<file path="src/rtl/read_data_router_if.sv">
// R-channel bundle between three AXI slaves and two AXI masters.
// Modport "slave" is the router's view (it is the slave of the R beats coming
// from S0..S2 and drives M0/M1); modport "master" is the surrounding fabric.
interface read_data_router_if #(
    parameter int DATA_W = 32,
    parameter int IDS_W  = 8,
    parameter int ID_W   = 4
);
    logic [IDS_W-1:0]  RID_S0, RID_S1, RID_S2;
    logic [DATA_W-1:0] RDATA_S0, RDATA_S1, RDATA_S2;
    logic [1:0]        RRESP_S0, RRESP_S1, RRESP_S2;
    logic              RLAST_S0, RLAST_S1, RLAST_S2;
    logic              RVALID_S0, RVALID_S1, RVALID_S2;
    logic              RREADY_S0, RREADY_S1, RREADY_S2;

    logic [ID_W-1:0]   RID_M0, RID_M1;
    logic [DATA_W-1:0] RDATA_M0, RDATA_M1;
    logic [1:0]        RRESP_M0, RRESP_M1;
    logic              RLAST_M0, RLAST_M1;
    logic              RVALID_M0, RVALID_M1;
    logic              RREADY_M0, RREADY_M1;

    modport slave (
        input  RID_S0, RID_S1, RID_S2, RDATA_S0, RDATA_S1, RDATA_S2,
        input  RRESP_S0, RRESP_S1, RRESP_S2, RLAST_S0, RLAST_S1, RLAST_S2,
        input  RVALID_S0, RVALID_S1, RVALID_S2,
        output RREADY_S0, RREADY_S1, RREADY_S2,
        output RID_M0, RID_M1, RDATA_M0, RDATA_M1, RRESP_M0, RRESP_M1,
        output RLAST_M0, RLAST_M1, RVALID_M0, RVALID_M1,
        input  RREADY_M0, RREADY_M1
    );

    modport master (
        output RID_S0, RID_S1, RID_S2, RDATA_S0, RDATA_S1, RDATA_S2,
        output RRESP_S0, RRESP_S1, RRESP_S2, RLAST_S0, RLAST_S1, RLAST_S2,
        output RVALID_S0, RVALID_S1, RVALID_S2,
        input  RREADY_S0, RREADY_S1, RREADY_S2,
        input  RID_M0, RID_M1, RDATA_M0, RDATA_M1, RRESP_M0, RRESP_M1,
        input  RLAST_M0, RLAST_M1, RVALID_M0, RVALID_M1,
        output RREADY_M0, RREADY_M1
    );
endinterface

</file>
<file path="src/rtl/read_data_router.sv">
// AXI R-channel router: S0/S1/S2 bursts back to M0/M1.
// One burst in flight; the winning slave is locked until its RLAST handshake,
// beats are steered by the master tag RID[7:4] and RID[3:0] is forwarded.
// Tag 4'b0001 -> M0, 4'b0010 -> M1, anything else is sunk (accepted, dropped).
// Optional feature: define RDR_RR_ARB_EN for round-robin arbitration;
// otherwise fixed priority S0 > S1 > S2.
module read_data_router #(
    parameter int DATA_W = 32,
    parameter int IDS_W  = 8,
    parameter int ID_W   = 4
) (
    input logic               clk,
    input logic               rst,
    read_data_router_if.slave io_bus
);
    localparam int TAG_W = IDS_W - ID_W;

    typedef enum logic {ST_IDLE, ST_BUSY} state_t;
    typedef enum logic [1:0] {DST_M0, DST_M1, DST_SINK} dest_t;

    state_t            r_state, w_state_nxt;
    logic [2:0]        r_grant, w_grant_nxt;
    dest_t             r_dest, w_dest_nxt;

    logic [2:0]        w_req;
    logic [2:0]        w_win;
    logic [TAG_W-1:0]  w_tag_win;
    logic              w_valid_g, w_last_g, w_ready_g, w_done;
    logic [ID_W-1:0]   w_id_g;
    logic [DATA_W-1:0] w_data_g;
    logic [1:0]        w_resp_g;

    function automatic dest_t f_decode(input logic [TAG_W-1:0] tag);
        if (tag == TAG_W'(1))      return DST_M0;
        else if (tag == TAG_W'(2)) return DST_M1;
        else                       return DST_SINK;
    endfunction

    assign w_req = {io_bus.RVALID_S2, io_bus.RVALID_S1, io_bus.RVALID_S0};

`ifdef RDR_RR_ARB_EN
    logic [1:0] r_rr_ptr;
    logic [1:0] w_idx;

    // Round-robin pick: first requester found scanning from r_rr_ptr upward
    always_comb begin
        w_win = '0;
        w_idx = '0;
        for (int unsigned k = 0; k < 3; k++) begin
            w_idx = 2'((32'(r_rr_ptr) + k) % 3);
            if ((w_win == '0) && w_req[w_idx]) w_win[w_idx] = 1'b1;
        end
    end

    // Pointer moves past the served slave only when its burst completes
    always_ff @(posedge clk or negedge rst) begin
        if (!rst) begin
            r_rr_ptr <= '0;
        end else if (w_done) begin
            r_rr_ptr <= r_grant[0] ? 2'd1 : (r_grant[1] ? 2'd2 : 2'd0);
        end
    end
`else
    // Fixed priority pick: S0 > S1 > S2
    always_comb begin
        w_win = '0;
        if (w_req[0])      w_win = 3'b001;
        else if (w_req[1]) w_win = 3'b010;
        else if (w_req[2]) w_win = 3'b100;
    end
`endif

    // Master tag of the arbitration winner, decoded once per burst
    always_comb begin
        w_tag_win = '0;
        if (w_win[0])      w_tag_win = io_bus.RID_S0[IDS_W-1:ID_W];
        else if (w_win[1]) w_tag_win = io_bus.RID_S1[IDS_W-1:ID_W];
        else if (w_win[2]) w_tag_win = io_bus.RID_S2[IDS_W-1:ID_W];
    end

    // Select the signals of the locked slave
    always_comb begin
        w_valid_g = 1'b0;
        w_last_g  = 1'b0;
        w_id_g    = '0;
        w_data_g  = '0;
        w_resp_g  = '0;
        if (r_grant[0]) begin
            w_valid_g = io_bus.RVALID_S0;
            w_last_g  = io_bus.RLAST_S0;
            w_id_g    = io_bus.RID_S0[ID_W-1:0];
            w_data_g  = io_bus.RDATA_S0;
            w_resp_g  = io_bus.RRESP_S0;
        end else if (r_grant[1]) begin
            w_valid_g = io_bus.RVALID_S1;
            w_last_g  = io_bus.RLAST_S1;
            w_id_g    = io_bus.RID_S1[ID_W-1:0];
            w_data_g  = io_bus.RDATA_S1;
            w_resp_g  = io_bus.RRESP_S1;
        end else if (r_grant[2]) begin
            w_valid_g = io_bus.RVALID_S2;
            w_last_g  = io_bus.RLAST_S2;
            w_id_g    = io_bus.RID_S2[ID_W-1:0];
            w_data_g  = io_bus.RDATA_S2;
            w_resp_g  = io_bus.RRESP_S2;
        end
    end

    // FSM state, grant and destination registers
    always_ff @(posedge clk or negedge rst) begin
        if (!rst) begin
            r_state <= ST_IDLE;
            r_grant <= '0;
            r_dest  <= DST_SINK;
        end else begin
            r_state <= w_state_nxt;
            r_grant <= w_grant_nxt;
            r_dest  <= w_dest_nxt;
        end
    end

    // Pass-through steering, ready return path and next-state decision
    always_comb begin
        io_bus.RVALID_M0 = 1'b0;
        io_bus.RVALID_M1 = 1'b0;
        io_bus.RLAST_M0  = 1'b0;
        io_bus.RLAST_M1  = 1'b0;
        io_bus.RID_M0    = '0;
        io_bus.RID_M1    = '0;
        io_bus.RDATA_M0  = '0;
        io_bus.RDATA_M1  = '0;
        io_bus.RRESP_M0  = '0;
        io_bus.RRESP_M1  = '0;
        w_ready_g        = 1'b0;
        w_state_nxt      = r_state;
        w_grant_nxt      = r_grant;
        w_dest_nxt       = r_dest;

        if (r_state == ST_BUSY) begin
            case (r_dest)
                DST_M0: begin
                    io_bus.RVALID_M0 = w_valid_g;
                    io_bus.RLAST_M0  = w_last_g;
                    io_bus.RID_M0    = w_id_g;
                    io_bus.RDATA_M0  = w_data_g;
                    io_bus.RRESP_M0  = w_resp_g;
                    w_ready_g        = io_bus.RREADY_M0;
                end
                DST_M1: begin
                    io_bus.RVALID_M1 = w_valid_g;
                    io_bus.RLAST_M1  = w_last_g;
                    io_bus.RID_M1    = w_id_g;
                    io_bus.RDATA_M1  = w_data_g;
                    io_bus.RRESP_M1  = w_resp_g;
                    w_ready_g        = io_bus.RREADY_M1;
                end
                default: w_ready_g = 1'b1;
            endcase
        end

        w_done = (r_state == ST_BUSY) && w_valid_g && w_ready_g && w_last_g;

        case (r_state)
            ST_IDLE: begin
                if (w_req != '0) begin
                    w_state_nxt = ST_BUSY;
                    w_grant_nxt = w_win;
                    w_dest_nxt  = f_decode(w_tag_win);
                end
            end
            ST_BUSY: begin
                if (w_done) begin
                    w_state_nxt = ST_IDLE;
                    w_grant_nxt = '0;
                end
            end
            default: begin
                w_state_nxt = ST_IDLE;
                w_grant_nxt = '0;
            end
        endcase
    end

    assign io_bus.RREADY_S0 = r_grant[0] & w_ready_g;
    assign io_bus.RREADY_S1 = r_grant[1] & w_ready_g;
    assign io_bus.RREADY_S2 = r_grant[2] & w_ready_g;
endmodule

</file>
<file path="src/flat_wrapper.sv">
// flat-port wrapper written by rule: the top's interface ports become plain ports
module read_data_router_flat 
#(
    parameter int DATA_W = 32,
    parameter int IDS_W  = 8,
    parameter int ID_W   = 4
)
  (clk, rst, io_bus_RID_S0, io_bus_RID_S1, io_bus_RID_S2, io_bus_RDATA_S0, io_bus_RDATA_S1, io_bus_RDATA_S2, io_bus_RRESP_S0, io_bus_RRESP_S1, io_bus_RRESP_S2, io_bus_RLAST_S0, io_bus_RLAST_S1, io_bus_RLAST_S2, io_bus_RVALID_S0, io_bus_RVALID_S1, io_bus_RVALID_S2, io_bus_RREADY_S0, io_bus_RREADY_S1, io_bus_RREADY_S2, io_bus_RID_M0, io_bus_RID_M1, io_bus_RDATA_M0, io_bus_RDATA_M1, io_bus_RRESP_M0, io_bus_RRESP_M1, io_bus_RLAST_M0, io_bus_RLAST_M1, io_bus_RVALID_M0, io_bus_RVALID_M1, io_bus_RREADY_M0, io_bus_RREADY_M1);
  read_data_router_if #(.DATA_W(DATA_W), .IDS_W(IDS_W), .ID_W(ID_W)) io_bus_i ();
  input logic clk;
  input logic rst;
  input wire logic [$bits(io_bus_i.RID_S0)-1:0] io_bus_RID_S0;
  input wire logic [$bits(io_bus_i.RID_S1)-1:0] io_bus_RID_S1;
  input wire logic [$bits(io_bus_i.RID_S2)-1:0] io_bus_RID_S2;
  input wire logic [$bits(io_bus_i.RDATA_S0)-1:0] io_bus_RDATA_S0;
  input wire logic [$bits(io_bus_i.RDATA_S1)-1:0] io_bus_RDATA_S1;
  input wire logic [$bits(io_bus_i.RDATA_S2)-1:0] io_bus_RDATA_S2;
  input wire logic [$bits(io_bus_i.RRESP_S0)-1:0] io_bus_RRESP_S0;
  input wire logic [$bits(io_bus_i.RRESP_S1)-1:0] io_bus_RRESP_S1;
  input wire logic [$bits(io_bus_i.RRESP_S2)-1:0] io_bus_RRESP_S2;
  input wire logic [$bits(io_bus_i.RLAST_S0)-1:0] io_bus_RLAST_S0;
  input wire logic [$bits(io_bus_i.RLAST_S1)-1:0] io_bus_RLAST_S1;
  input wire logic [$bits(io_bus_i.RLAST_S2)-1:0] io_bus_RLAST_S2;
  input wire logic [$bits(io_bus_i.RVALID_S0)-1:0] io_bus_RVALID_S0;
  input wire logic [$bits(io_bus_i.RVALID_S1)-1:0] io_bus_RVALID_S1;
  input wire logic [$bits(io_bus_i.RVALID_S2)-1:0] io_bus_RVALID_S2;
  output wire logic [$bits(io_bus_i.RREADY_S0)-1:0] io_bus_RREADY_S0;
  output wire logic [$bits(io_bus_i.RREADY_S1)-1:0] io_bus_RREADY_S1;
  output wire logic [$bits(io_bus_i.RREADY_S2)-1:0] io_bus_RREADY_S2;
  output wire logic [$bits(io_bus_i.RID_M0)-1:0] io_bus_RID_M0;
  output wire logic [$bits(io_bus_i.RID_M1)-1:0] io_bus_RID_M1;
  output wire logic [$bits(io_bus_i.RDATA_M0)-1:0] io_bus_RDATA_M0;
  output wire logic [$bits(io_bus_i.RDATA_M1)-1:0] io_bus_RDATA_M1;
  output wire logic [$bits(io_bus_i.RRESP_M0)-1:0] io_bus_RRESP_M0;
  output wire logic [$bits(io_bus_i.RRESP_M1)-1:0] io_bus_RRESP_M1;
  output wire logic [$bits(io_bus_i.RLAST_M0)-1:0] io_bus_RLAST_M0;
  output wire logic [$bits(io_bus_i.RLAST_M1)-1:0] io_bus_RLAST_M1;
  output wire logic [$bits(io_bus_i.RVALID_M0)-1:0] io_bus_RVALID_M0;
  output wire logic [$bits(io_bus_i.RVALID_M1)-1:0] io_bus_RVALID_M1;
  input wire logic [$bits(io_bus_i.RREADY_M0)-1:0] io_bus_RREADY_M0;
  input wire logic [$bits(io_bus_i.RREADY_M1)-1:0] io_bus_RREADY_M1;
  assign io_bus_i.RID_S0 = io_bus_RID_S0;
  assign io_bus_i.RID_S1 = io_bus_RID_S1;
  assign io_bus_i.RID_S2 = io_bus_RID_S2;
  assign io_bus_i.RDATA_S0 = io_bus_RDATA_S0;
  assign io_bus_i.RDATA_S1 = io_bus_RDATA_S1;
  assign io_bus_i.RDATA_S2 = io_bus_RDATA_S2;
  assign io_bus_i.RRESP_S0 = io_bus_RRESP_S0;
  assign io_bus_i.RRESP_S1 = io_bus_RRESP_S1;
  assign io_bus_i.RRESP_S2 = io_bus_RRESP_S2;
  assign io_bus_i.RLAST_S0 = io_bus_RLAST_S0;
  assign io_bus_i.RLAST_S1 = io_bus_RLAST_S1;
  assign io_bus_i.RLAST_S2 = io_bus_RLAST_S2;
  assign io_bus_i.RVALID_S0 = io_bus_RVALID_S0;
  assign io_bus_i.RVALID_S1 = io_bus_RVALID_S1;
  assign io_bus_i.RVALID_S2 = io_bus_RVALID_S2;
  assign io_bus_RREADY_S0 = io_bus_i.RREADY_S0;
  assign io_bus_RREADY_S1 = io_bus_i.RREADY_S1;
  assign io_bus_RREADY_S2 = io_bus_i.RREADY_S2;
  assign io_bus_RID_M0 = io_bus_i.RID_M0;
  assign io_bus_RID_M1 = io_bus_i.RID_M1;
  assign io_bus_RDATA_M0 = io_bus_i.RDATA_M0;
  assign io_bus_RDATA_M1 = io_bus_i.RDATA_M1;
  assign io_bus_RRESP_M0 = io_bus_i.RRESP_M0;
  assign io_bus_RRESP_M1 = io_bus_i.RRESP_M1;
  assign io_bus_RLAST_M0 = io_bus_i.RLAST_M0;
  assign io_bus_RLAST_M1 = io_bus_i.RLAST_M1;
  assign io_bus_RVALID_M0 = io_bus_i.RVALID_M0;
  assign io_bus_RVALID_M1 = io_bus_i.RVALID_M1;
  assign io_bus_i.RREADY_M0 = io_bus_RREADY_M0;
  assign io_bus_i.RREADY_M1 = io_bus_RREADY_M1;
  read_data_router #(.DATA_W(DATA_W), .IDS_W(IDS_W), .ID_W(ID_W)) u_core (.clk(clk), .rst(rst), .io_bus(io_bus_i));
endmodule
</file>
<file path="config.mk">
export PLATFORM = sky130hd
export DESIGN_NAME = read_data_router_flat
export DESIGN_NICKNAME = d
export VERILOG_FILES = /design/src/rtl/read_data_router_if.sv /design/src/rtl/read_data_router.sv /design/src/flat_wrapper.sv
export SDC_FILE = /design/constraint.sdc
export NUM_CORES = 1
export LEC_CHECK = 0
export ABC_AREA = 1
export BUFFER_PORTS_ARGS = -buffer_cell sky130_fd_sc_hd__buf_2
export CAP_MARGIN = 20
export CORE_AREA = 2 2 86 88
export CTS_CLUSTER_SIZE = 20
export DETAILED_ROUTE_END_ITERATION = 8
export DIE_AREA = 0 0 88 90
export GPL_TIMING_DRIVEN = 0
export PLACE_DENSITY = 0.72
export SLEW_MARGIN = 20
export SYNTH_ARGS = -nofsm -noshare
export SYNTH_HDL_FRONTEND = slang
export SYNTH_SLANG_ARGS = --single-unit
</file>
<file path="constraint.sdc">
create_clock -name clk -period 1.95 [get_ports clk]
set_clock_uncertainty 0.15 [all_clocks]
set_input_delay 0.195 -clock clk [delete_from_list [all_inputs] [get_ports clk]]
set_output_delay 0.195 -clock clk [all_outputs]
set_load 0.05 [all_outputs]
</file>
# Yosys cells after proc, flatten, opt, wreduce, memory -nomap -nowiden
# Index checks and enable logic that the tools add are counted.
[totals]
regBits = 6
latch_bits = 0
ramBits = 0
rom_bits = 0
input_bits = 136
memories = 0
[op_classes]
n_addsub = 0
multipliers = 0
div_mod_pow = 0
n_lt_le_gt_ge = 0
n_eq_ne = 5
shifts = 0
mux = 51
bitwise = 4
n_reduce_logical = 7
[op_table]
columns = ["cell", "n"]
rows = [
  ["2-to-1 mux 32 bit", 7],
  ["2-to-1 mux 4 bit", 10],
  ["2-to-1 mux 2 bit", 9],
  ["2-to-1 mux 1 bit", 17],
  ["2-to-1 mux 3 bit", 5],
  ["case mux 3 bit (2 select lines)", 1],
  ["== test 4 x 1 -> 1 bit (second input constant)", 1],
  ["== test 4 x 2 -> 1 bit (second input constant)", 1],
  ["case mux 1 bit (2 select lines)", 2],
  ["AND reduction 2 bit", 2],
  ["AND 1 bit", 3],
  ["logical AND 1 bit", 3],
  ["nonzero test 3 bit", 1],
  ["== test 2 x 1 -> 1 bit (second input constant)", 1],
  ["logical NOT 2 bit", 1],
  ["!= test 2 x 1 -> 1 bit (second input constant)", 1],
  ["!= test 2 bit (second input constant)", 1],
  ["NOT 1 bit", 1],
]

# Longest topological paths before layout
[depth]
word_depth = 9
ltp_mapped = 8

# Least setup slack after synthesis
# Ideal clock, no wire load.
[synth_path]
kind = "flip-flop to output port"
start = "register u_core.r_grant[1]"
end = "output port io_bus_RDATA_M0[21]"
t_arrival_ns = 1.672
t_required_ns = 1.605
setup_slack_ns = -0.067
path_stages_with_launch = 9
path_buffers = 3
path_cell_list = "dfrtp_1 -> buf_6 -> nor2_8 -> buf_12 -> buf_12 -> nand2_1 -> nand2_1 -> o21ai_0 -> nor2_1"
[synth_via]
elab_chain_len = 4
[synth_lines]
columns = ["item", "line_no", "text"]
rows = [
  ["start, declared", "read_data_router.sv:22", "logic [2:0] r_grant, w_grant_nxt;"],
  ["start signal, assigned", "read_data_router.sv:117", "r_grant <= w_grant_nxt;"],
  ["2-to-1 mux 32 bit", "read_data_router.sv:94", "end else if (r_grant[1]) begin"],
  ["2-to-1 mux 32 bit", "read_data_router.sv:88", "if (r_grant[0]) begin"],
  ["2-to-1 mux 32 bit", "read_data_router.sv:140", "case (r_dest)"],
  ["2-to-1 mux 32 bit", "read_data_router.sv:139", "if (r_state == ST_BUSY) begin"],
  ["end, declared", "flat_wrapper.sv:32", "output wire logic [$bits(io_bus_i.RDATA_M0)-1:0] io_bus_RDATA_M0;"],
]
# Every way passes these cells.

# Worst setup path in the final report
[layout_path]
start = "register u_core.r_grant[1]"
end = "output port io_bus_RDATA_M0[11]"
# Same word-level chain as after synthesis.

==> results.cfg <==
[synthesis]
syn_area_um2 = 1610
synthDominantCellAreaShare_pct = 22.3
postSynthAreaPerCell_um2 = 5.06
ys_warn_count = 0
synth-edff-count = 0
synth_most_common_cell = nor2_1
synth_seq_area_share_pct = 9.38
ys.flop_type = dfrtp_1
yosysTopAreaCell = nor2_1
synth_nets = 455
yosys-top-cells-count = nor2_1, nand2_1, o21ai_0, a22oi_1, inv_1
synth_area_leaders = nor2_1, nand2_1, a22oi_1, o21ai_0, dfrtp_1
syn_inst = 319
ys_seq_elements = 6
ys_async_sr_fraction_pct = 100
synth_cell_types = 22

[critical_path]
cpPeakStageDelay_ns = 0.36
crit_family = buffers and inverters
r2r_slack_ns = 0.34
critical_path_class = reg2out
cp_data_arrival_time_ns = 1.65
cp_num_buf_inv = 4
worst_setup_path_end_kind = output port
worstSetupStartpointType = flop
timing.rr.start = u_core.r_grant[1]$_DFFE_PN0P_
path_cells = buf_6, nor2_8, buf_12, clkbuf_16, nand2_4, nand2_4, o21ai_4, nor2_2, buf_6
slowest_stage = dfrtp_1
worstPathRequired_ns = 1.60
startpoint = u_core.r_grant[1]$_DFFE_PN0P_
crit_fanout = 6

[drt]
wl_per_cell_um = 15.0
dr.pass1.iters = 4
drtAntennaViolNets = 0
viasPerCell = 4.81
drt_iter0_drc = 110
drc = 0
wirelength_mm = 9.74
vias = 3119

[floorplanning]
die_h_um = 90
initial_core_util_pct = 23.0
design.core.area_um2 = 7020
io_pins = 219
rows = 31
die_w_um = 88
die-area_um2 = 7920

[power]
p_leak_nw = 1.97
swShare_pct = 63.2
combPwrFrac_pct = 93.3
internal_power_mw = 2.42
seqPwrFrac_pct = 3.7
power_density_nw_per_um2 = 1710
power_frac_clock_pct = 3.0
p_switching_mw = 4.15
ir_worst_vdd_mv = 0.794

[timing]
worst-slew-pin-transition_ns = 0.348
period_share_pct = 102
timing.fmax_mhz = 500
setup_slack_ns = -0.0484
finalHoldViolations = 0
setup_viol_count_final = 24
post-route-min-period_ns = 2.00
finalSetupTns_ns = -0.519
slew_viol_final = 0
holdWs_ns = 0.118
max_slew_margin_pct = 76.5
rsz0062_at_grt = yes

[placed_design]
place_ws_ns = -0.157
io_buffers = 218
dp_cells = 636
gp_congestion = 0.838
dpl.hpwl_mm = 7.07

[final_layout]
utilization_pct = 54.7
syn_to_final_growth_pct = 138
nNetsFinal = 686
fill_cells = 660
diodes = 0
final_layout_size_suffix_gt1_share_pct = 67.2
finalNonFillerCells = 648

[run_status]
violations = setup timing
status = finished with violations

[clocking]
cts.path.max_buffers = 2
htreeDepth = 1
path_clk_slew_ns = 0.04
cts_buffers = 3
cts_tree = done
clock_latency_ns = 0.23
clock-root-buffer = clkbuf_8
clock-sinks = 6

[hold_path]
hp-start = io_bus_RVALID_S0
hp-class = in2reg

[run]
cap_violations = 0

[global_routing]
grt_max_degree = 11
grt_usage_pct = 21.6
grt_pass1_vias = 2941
grt_pass1_wl_mm = 13.7
grt_overflow = 0
antenna_found_initial = 0
[layout by cell type (no fill, tap or decap), drive strengths merged]
| master | instances |
|---|---|
| o21ai | 39 |
| buf | 236 |
| nor2 | 98 |
| dlygate4sd3 | 1 |
| dfstp | 1 |
| inv | 18 |
| a21oi | 13 |
| nand2 | 80 |
| nand3b | 1 |
| dfrtp | 5 |
| a22oi | 28 |
| clkbuf | 18 |
| nand3 | 11 |
[path summary, 6_finish.rpt]
path	to	cells past startpoint
worst max-delay path	io_bus_RDATA_M0[11]	9
worst min-delay path	u_core.r_grant[0]$_DFFE_PN0P_	3
worst max register to register	u_core.r_state$_DFF_PN0_	9
worst min register to register	u_core.r_dest[1]$_DFFE_PN1P_	2
max in group asynchronous	u_core.r_dest[1]$_DFFE_PN1P_	2
min in group asynchronous	u_core.r_grant[1]$_DFFE_PN0P_	2
[worst reg2reg max path, delay by kind of cell, from the launching register on]
family / cells / cell delay, ns
buffers and inverters: 3 / 0.40
flip-flops: 1 / 0.36
AO/OA/AOI/OAI: 1 / 0.14
AND/OR/NAND/NOR: 5 / 0.42
[routing by layer]
layer / share of wire, % / routed length [um] / vias to the layer above / GRT usage [%]
met5: 0 / 0 / - / 0
li1: - / - / 1505 / -
met4: 3.0 / 291 / 0 / 7.31
met3: 7.8 / 763 / 25 / 2.39
met1: 38 / 3670 / 1401 / 25.0
met2: 51 / 5020 / 188 / 39.8
[repair_timing]
item                                   4_1_cts  5_1_grt
buffers inserted                             3        2
endpoints found under the hold margin        6        0
cloned                                       0        2
hold buffers                                 1        0
setup endpoints to repair                   81       83
pin swaps                                    5       20
resized for setup                          179      103
[flip-flops by register name, summed over array words and instances, names as in the netlist]
name            cells
u_core.r_dest       2
u_core.r_grant      3
u_core.r_state      1
[metrics by stage]
stage                     power [mW]  cell area (um2)
final                           6.57             3840
after global routing            6.94             3840
after CTS                       5.90             3510
after detailed placement        4.97             2950
after global placement          4.91             2950
after floorplan                 3.87             1730
[final cells by class]
cell class / instances / area, um2 / area share (%)
Tap cell: 99 / 124 / 3.22
Sequential cell: 6 / 153 / 3.97
Clock buffer: 4 / 45.0 / 1.17
Buffer: 25 / 198 / 5.15
Multi-Input combinational cell: 270 / 1560 / 40.7
Timing Repair Buffer: 226 / 1690 / 43.9
Inverter: 18 / 70.1 / 1.82
[kinds of logic (layout without fill, tap and decap cells)]
kind of cell           Yosys count  after routing  synth area share [%]
AO/OA/AOI/OAI                   80             80                  29.8
buffers and inverters           43            273                  13.6
AND/OR/NAND/NOR                190            190                  47.2
flip-flops                       6              6                  9.38
[power by group through the flow]
stage          sequential [mW]  clock (mW)  combinational (mW)
4_1_cts                  0.243       0.200                5.45
3_5_place_dp             0.233           0                4.73
3_3_place_gp             0.233           0                4.68
6_report                 0.244       0.198                6.13
2_1_floorplan            0.220           0                3.65
5_1_grt                  0.251       0.210                6.48
(Power assumes the default switching activity.)
